===== config.mk =====
export PLATFORM = sky130hd
export DESIGN_NAME = rgb_fade_sequencer
export DESIGN_NICKNAME = d
export VERILOG_FILES = /design/src/rtl/rgb_fade_sequencer.sv
export SDC_FILE = /design/constraint.sdc
export NUM_CORES = 1
export LEC_CHECK = 0
export CAP_MARGIN = 20
export CORE_MARGIN = 1
export CORE_UTILIZATION = 54
export DETAILED_ROUTE_END_ITERATION = 16
export GPL_ROUTABILITY_DRIVEN = 0
export GPL_TIMING_DRIVEN = 0
export PLACE_DENSITY = 0.75
export SLEW_MARGIN = 5
export SYNTH_ARGS = -nofsm -noshare
export SYNTH_HDL_FRONTEND = slang
export SYNTH_SLANG_ARGS = --single-unit

===== constraint.sdc =====
create_clock -name clk -period 5.2 [get_ports clk]
set_input_delay 0.78 -clock clk [delete_from_list [all_inputs] [get_ports clk]]
set_output_delay 0.78 -clock clk [all_outputs]
set_load 0.02 [all_outputs]

===== src/rtl/rgb_fade_sequencer.sv =====
// RGB fade sequencer: slews three PWM levels toward per-mode targets once per ramp tick.
// Optional OFF mode is built when RGB_SEQ_OFF_EN is defined; otherwise the button toggles MANUAL<->CYCLE.
module rgb_fade_sequencer #(
    parameter int TICK_DIV = 1000,
    parameter int STEP     = 1,
    parameter int DWELL    = 64
) (
    input  logic       clk,
    input  logic       reset,
    input  logic [7:0] enc0,
    input  logic [7:0] enc1,
    input  logic [7:0] enc2,
    input  logic       mode_btn,
    output logic [7:0] level0,
    output logic [7:0] level1,
    output logic [7:0] level2,
    output logic [1:0] mode,
    output logic       busy
);

    localparam int TW = $clog2(TICK_DIV);
    localparam int DW = (DWELL > 1) ? $clog2(DWELL) : 1;
    localparam logic [TW-1:0] TICK_LAST  = TW'(TICK_DIV - 1);
    localparam logic [DW-1:0] DWELL_LAST = DW'(DWELL - 1);
    localparam logic [8:0]    STEP9      = 9'(STEP);

    typedef enum logic [1:0] {
        MODE_MANUAL = 2'b00,
        MODE_CYCLE  = 2'b01,
        MODE_OFF    = 2'b10
    } mode_t;

    typedef enum logic [1:0] {
        PH_RED   = 2'b00,
        PH_GREEN = 2'b01,
        PH_BLUE  = 2'b10
    } phase_t;

    mode_t         mode_q, mode_d;
    phase_t        phase_q, phase_d;
    logic [DW-1:0] dwell_q, dwell_d;
    logic [TW-1:0] tick_cnt;
    logic          btn_q;
    logic          tick;
    logic          btn_edge;
    logic          settled;
    logic [7:0]    tgt0, tgt1, tgt2;

    assign tick     = (tick_cnt == TICK_LAST);
    assign btn_edge = mode_btn & ~btn_q;
    assign settled  = (level0 == tgt0) && (level1 == tgt1) && (level2 == tgt2);
    assign mode     = mode_q;

    // Move one step toward the target; the difference is 9-bit so it never wraps.
    function automatic logic [7:0] ramp(input logic [7:0] lvl, input logic [7:0] tgt);
        logic [8:0] diff;
        logic [7:0] r;
        r    = lvl;
        diff = '0;
        if (lvl < tgt) begin
            diff = {1'b0, tgt} - {1'b0, lvl};
            r    = (diff > STEP9) ? lvl + STEP9[7:0] : tgt;
        end else if (lvl > tgt) begin
            diff = {1'b0, lvl} - {1'b0, tgt};
            r    = (diff > STEP9) ? lvl - STEP9[7:0] : tgt;
        end
        return r;
    endfunction

    always_comb begin
        tgt0 = '0;
        tgt1 = '0;
        tgt2 = '0;
        case (mode_q)
            MODE_MANUAL: begin
                tgt0 = enc0;
                tgt1 = enc1;
                tgt2 = enc2;
            end
            MODE_CYCLE: begin
                case (phase_q)
                    PH_RED:   tgt0 = enc0;
                    PH_GREEN: tgt1 = enc1;
                    default:  tgt2 = enc2;
                endcase
            end
            default: ;
        endcase
    end

    always_comb begin
        mode_d = mode_q;
        if (btn_edge) begin
            case (mode_q)
                MODE_MANUAL: mode_d = MODE_CYCLE;
`ifdef RGB_SEQ_OFF_EN
                MODE_CYCLE:  mode_d = MODE_OFF;
`else
                MODE_CYCLE:  mode_d = MODE_MANUAL;
`endif
                default:     mode_d = MODE_MANUAL;
            endcase
        end
    end

    // Dwell only accumulates on ticks where every channel already sits on its target.
    always_comb begin
        phase_d = phase_q;
        dwell_d = dwell_q;
        if (btn_edge && (mode_d == MODE_CYCLE)) begin
            phase_d = PH_RED;
            dwell_d = '0;
        end else if (mode_q != MODE_CYCLE) begin
            phase_d = PH_RED;
            dwell_d = '0;
        end else if (!settled) begin
            dwell_d = '0;
        end else if (tick) begin
            if (dwell_q == DWELL_LAST) begin
                dwell_d = '0;
                case (phase_q)
                    PH_RED:   phase_d = PH_GREEN;
                    PH_GREEN: phase_d = PH_BLUE;
                    default:  phase_d = PH_RED;
                endcase
            end else begin
                dwell_d = dwell_q + DW'(1);
            end
        end
    end

    always_ff @(posedge clk) begin
        if (reset) begin
            tick_cnt <= '0;
            btn_q    <= 1'b0;
            mode_q   <= MODE_MANUAL;
            phase_q  <= PH_RED;
            dwell_q  <= '0;
            level0   <= '0;
            level1   <= '0;
            level2   <= '0;
            busy     <= 1'b0;
        end else begin
            tick_cnt <= tick ? '0 : tick_cnt + TW'(1);
            btn_q    <= mode_btn;
            mode_q   <= mode_d;
            phase_q  <= phase_d;
            dwell_q  <= dwell_d;
            busy     <= ~settled;
            if (tick) begin
                level0 <= ramp(level0, tgt0);
                level1 <= ramp(level1, tgt1);
                level2 <= ramp(level2, tgt2);
            end
        end
    end

endmodule

== Yosys cells after proc, flatten, opt, wreduce, memory -nomap -nowiden ==
Index checks and enable logic that the tools add are counted.
Word-level totals
  bits in registers: 46
  bits of input ports: 27
  output and inout bits: 27
  logic and storage cells: 85
Operators by class
  $add $sub $neg: 14
  order comparisons: 12
  eq/ne operators: 9
  muxes and demuxes: 22
  bitwise operators: 3
  reductions and logical operators: 16
Operator list (number)
  8-bit 2-to-1 mux: 15
  9-bit by 1-bit greater-than comparator with 1-bit output, second input constant: 6
  8-bit by 8-bit subtractor with 9-bit output: 6
  8-bit case mux with 2 select lines: 3
  8-bit by 1-bit adder with 8-bit output, second input constant: 3
  8-bit equality test: 3
  8-bit greater-than comparator: 3
  8-bit less-than comparator: 3
  8-bit by 1-bit subtractor with 8-bit output, second input constant: 3
  10-bit by 1-bit adder with 10-bit output, second input constant: 1
  10-bit equality test, second input constant: 1
  6-bit by 1-bit adder with 6-bit output, second input constant: 1
  2-bit by 1-bit equality test with 1-bit output, second input constant: 3
  6-bit equality test, second input constant: 1
  6-bit 2-to-1 mux: 1
  2-bit AND reduction: 3
  2-bit nonzero test: 3
  2-bit zero test: 2
  2-bit case mux with 2 select lines: 1
  2-bit OR reduction: 2
  4-bit OR reduction: 1
  1-bit logical AND: 3
  3-bit AND reduction: 1
  3-bit OR reduction: 1
  5 further kinds: 6

== Depth between registers and ports, before layout ==
  depth after elaboration: 9
  gate-level depth with buffers: 16
  depth with buffers taken out: 15

== Worst setup path after synthesis ==
No wires, ideal clock.
  path type: register to register
  start: register mode_q[0] (netlist: mode[0])
  end: register level0[6]
  setup time: 0.086 ns
  arrival: 3.311 ns
  data required time: 5.114 ns
  setup slack: 1.802 ns
  stages on the path, launching flop included: 14
  path buffers: 0
  clock period less this slack: 3.398 ns
  cell sequence: dfxtp_1 -> nor2b_1 -> nor2_1 -> nand2_1 -> ha_1 -> fa_1 -> and2b_1 -> o22ai_1 -> a211o_1 -> a2111oi_1 -> o21ai_2 -> o31ai_4 -> a21oi_1 -> a221oi_2
On the way
  word-level cells in the longest chain between the ends: 7
  elaborated cells between the ends (all ways): 15
  classes of those cells: 2 x add/sub; 4 x order compare; 1 x eq/ne; 5 x mux; 3 x reduce/logical
RTL lines
  from (decl): line 39  | mode_t mode_q, mode_d;
  from (signal assigned): line 146  | mode_q <= mode_d;
  2-bit by 1-bit equality test with 1-bit output / 2-bit zero test (equally long branches): line 74  | case (mode_q)
  8-bit case mux with 2 select lines *: line 74
  8-bit by 8-bit subtractor with 9-bit output: line 64  | diff = {1'b0, lvl} - {1'b0, tgt};
  9-bit by 1-bit greater-than comparator with 1-bit output: line 65  | r = (diff > STEP9) ? lvl - STEP9[7:0] : tgt;
  8-bit 2-to-1 mux: line 65
  8-bit 2-to-1 mux: line 63  | end else if (lvl > tgt) begin
  8-bit 2-to-1 mux: line 60  | if (lvl < tgt) begin
  to (signal assigned): line 151  | level0 <= ramp(level0, tgt0);
  to (decl): line 14  | output logic [7:0] level0,
Mark *: on every way between the ends. The rest lies on a longest branch, timed or not. The select of a mux whose other input is x is not followed.
A chain may end at the register's enable or synchronous reset.

== Final worst setup path ==
Ends and elaborated chain as after synthesis.

==> run metrics <==
status=finished, final reports clean; Mapped Area=0.00581 sq mm; sequential share of the synthesized area=15.8%; Iteration-0 DRC Markers=568; Setup TNS Final=0 ns; layout filler cell count=951; n_diodes=0; antenna violations before repair=0; xor/xnor share of the synthesized area=5.58%; post-CTS setup repair buffer count=0; Final Util=63.7%; simple-gate share of the synthesized area=26.1%; vias per cell=6.26; syn_nets=885; grt ovf=0; Clk pin slew, worst setup/hold paths=0.10 ns; Slew Limit Headroom=30.6%; drt wl/cell=16.6 microns; drt drc=0; dpl hpwl=12800 microns; Design Power=0.884 mW; met2 Use GR=50.8%; H-tree depth=2; clk_skew=0.00785 ns; Post-synth EDFFs=0; setup violators final=0; TritonCTS clock tree=yes; Final Cycle Share=81.7%; hold_ws=0.471 ns; Mean Syn Cell Area=7.35 sq um; RR Startpoint=mode[0]; critical path cell sequence=nor2b_1 -> nor2_1 -> nand2_1 -> inv_1 -> ha_1 -> nor2b_1 -> o2111a_1 -> or2_1 -> o41ai_2 -> xnor2_1 -> o31ai_4 -> a21oi_1 -> a221oi_2; CP peak stage delay=0.52 ns; Cell Area, Placed=0.00651 sq mm; Mapped Cells=791; ANT nets after route=0; Netlist cell types=82; measured slew at the worst slew-check pin=1.03 ns; mux contribution to synthesized area=2.09%; I/O pin cnt=54; placed insts=980; Slew Limit Fails=0; Worst-Skew Late Latency=0.31 ns; clk buf depth=2; ys flop type=dfxtp_1; CTS sink count=46; P_leak=2.76 nW; TritonRoute pass-1 iters=6; termination of the worst setup path=level0[6]; yosys warns=0; Finished Layout Cells=988; final worst setup slack=0.950 ns; Critical Path Most Common Cell=nor2b_1; largest net degree at the start of global routing=18; Critical Path AT=4.49 ns; R2R Setup Slk=0.95 ns; area of the die=0.0112 sq mm; worst r2r path cells=13; Root Buffer=clkbuf_8; Die W=106 microns; num rows=37; maximum fanout along the worst path=10; Place WS=1.01 ns; Die H=106 microns; PD cells=134 mW/mm^2; Post-Synth Adder-Cell Area=15.2%; total of max-cap violations=0; Inserted Clock Buffers=5; vias post-DR=6186; startpoint types=flop; synthesis-stage register bit count=46; Setup CP Type=reg2reg; final wirelength=16400 microns; commonest cells after routing, fill and taps aside=nor2_1, inv_1, nand2_1; Most Crowded Layer GR=met2; HP Class=reg2reg; largest family of logic cells by synthesized area=compound AO/OA/AOI/OAI gates; final worst path period need=4.25 ns; RSZ-0062 raised after global routing=false; critical path endpoint category=flop; GRT met1 Usage=39.7%; Initial Utilization=56.0%; Tot GR Track Use=29.7%; design area=0.00661 sq mm; Synth Area in Compound Gates=28.1%; f_max=235 MHz; first-pass GRT wire length=27600 microns; CP required=5.44 ns; nets=945; Async SR Flop Fraction=0%; Global Route met3 Usage=2.54%; fraction of layout cells with a size suffix above 1=5.40%; Core ar.=0.0104 sq mm; vias in the first global route=5898; CTS Hold Bufs=0; Syn-to-layout area delta=13.7%; Min-Delay Path Depth=1; PortBufs=53; Final Hold Vio Count=0; reg2reg end=level0[6]; commonest non-fill, non-tap cell in the layout=nor2_1; Post-CTS Resized=0; cell with the largest stage delay on the worst path=nor2_1; critical path startpoint=mode[0]; Worst VDD drop=0.123 mV
==> cells in the mapped netlist (15+ instances only) <==
library cell | n | share of area (%)
a21oi_1 | 54 | 4.7
nor3_1 | 22 | 1.9
clkbuf_1 | 18 | 1.2
nor2_1 | 71 | 4.6
a31oi_1 | 15 | 1.6
and3_1 | 17 | 1.8
nand3_1 | 25 | 2.2
dfxtp_1 | 46 | 16
xnor2_1 | 21 | 3.2
nor2b_1 | 15 | 1.6
ha_1 | 61 | 13
inv_1 | 70 | 4.5
xor2_1 | 16 | 2.4
nand2_1 | 68 | 4.4
o21ai_0 | 39 | 3.4
==> layer usage <==
layer  vias to the layer above  wire length, microns  share of wire [%]
met5                         -                     0                  0
met4                         0                   237                1.4
met3                        32                  1090                6.6
met2                       279                  7810                 48
met1                      2895                  7300                 44
li1                       2980                     -                  -
==> how the worst min path moves through the flow <==
stage,from,end
finish,tick_cnt[0],tick_cnt[0]
global route,tick_cnt[0],tick_cnt[0]
CTS,tick_cnt[0],tick_cnt[0]
detailed placement,tick_cnt[0],tick_cnt[0]
global placement,tick_cnt[0],tick_cnt[0]
floorplan,tick_cnt[0],tick_cnt[0]
==> logic make-up after synthesis <==
group / count (synthesis)
adders and majority gates: 67
muxes: 12
xor gates and xnor gates: 37
DFF: 46
AOI/OAI and AO/OA: 228
and+or+nand+nor: 298
buffers and inverters: 103
==> power breakdown <==
| part | internal (mW) | total [mW] | switching, mW |
|---|---|---|---|
| registers | 0.356 | 0.359 | 0.00364 |
| logic | 0.112 | 0.280 | 0.168 |
| clock network | 0.100 | 0.245 | 0.145 |
==> worst max-delay path, delay by kind of cell (launching register included) <==
family	cells	cell delay (ns)
flops	1	0.40
buf+inv	1	0.23
fa+ha+maj	1	0.29
simple gates	5	1.44
compound gates	5	1.45
xor+xnor	1	0.36
==> state kept, by name (all words and copies together), names as in the netlist <==
register / flops
mode: 2
phase_q: 2
tick_cnt: 10
busy: 1
btn_q: 1
dwell_q: 6
level2: 8
level1: 8
level0: 8
==> cell type report <==
type / count / area (sq um) / area share, %
Inverter: 70 / 263 / 3.98
Multi-Input combinational cell: 642 / 4480 / 67.8
Timing Repair Buffer: 53 / 531 / 8.03
Sequential cell: 46 / 921 / 13.9
Buffer: 33 / 150 / 2.27
Clock buffer: 5 / 68.8 / 1.04
Tap cell: 136 / 170 / 2.58
Clock inverter: 3 / 26.3 / 0.398
Note: power is estimated with default switching activity, not from simulation.
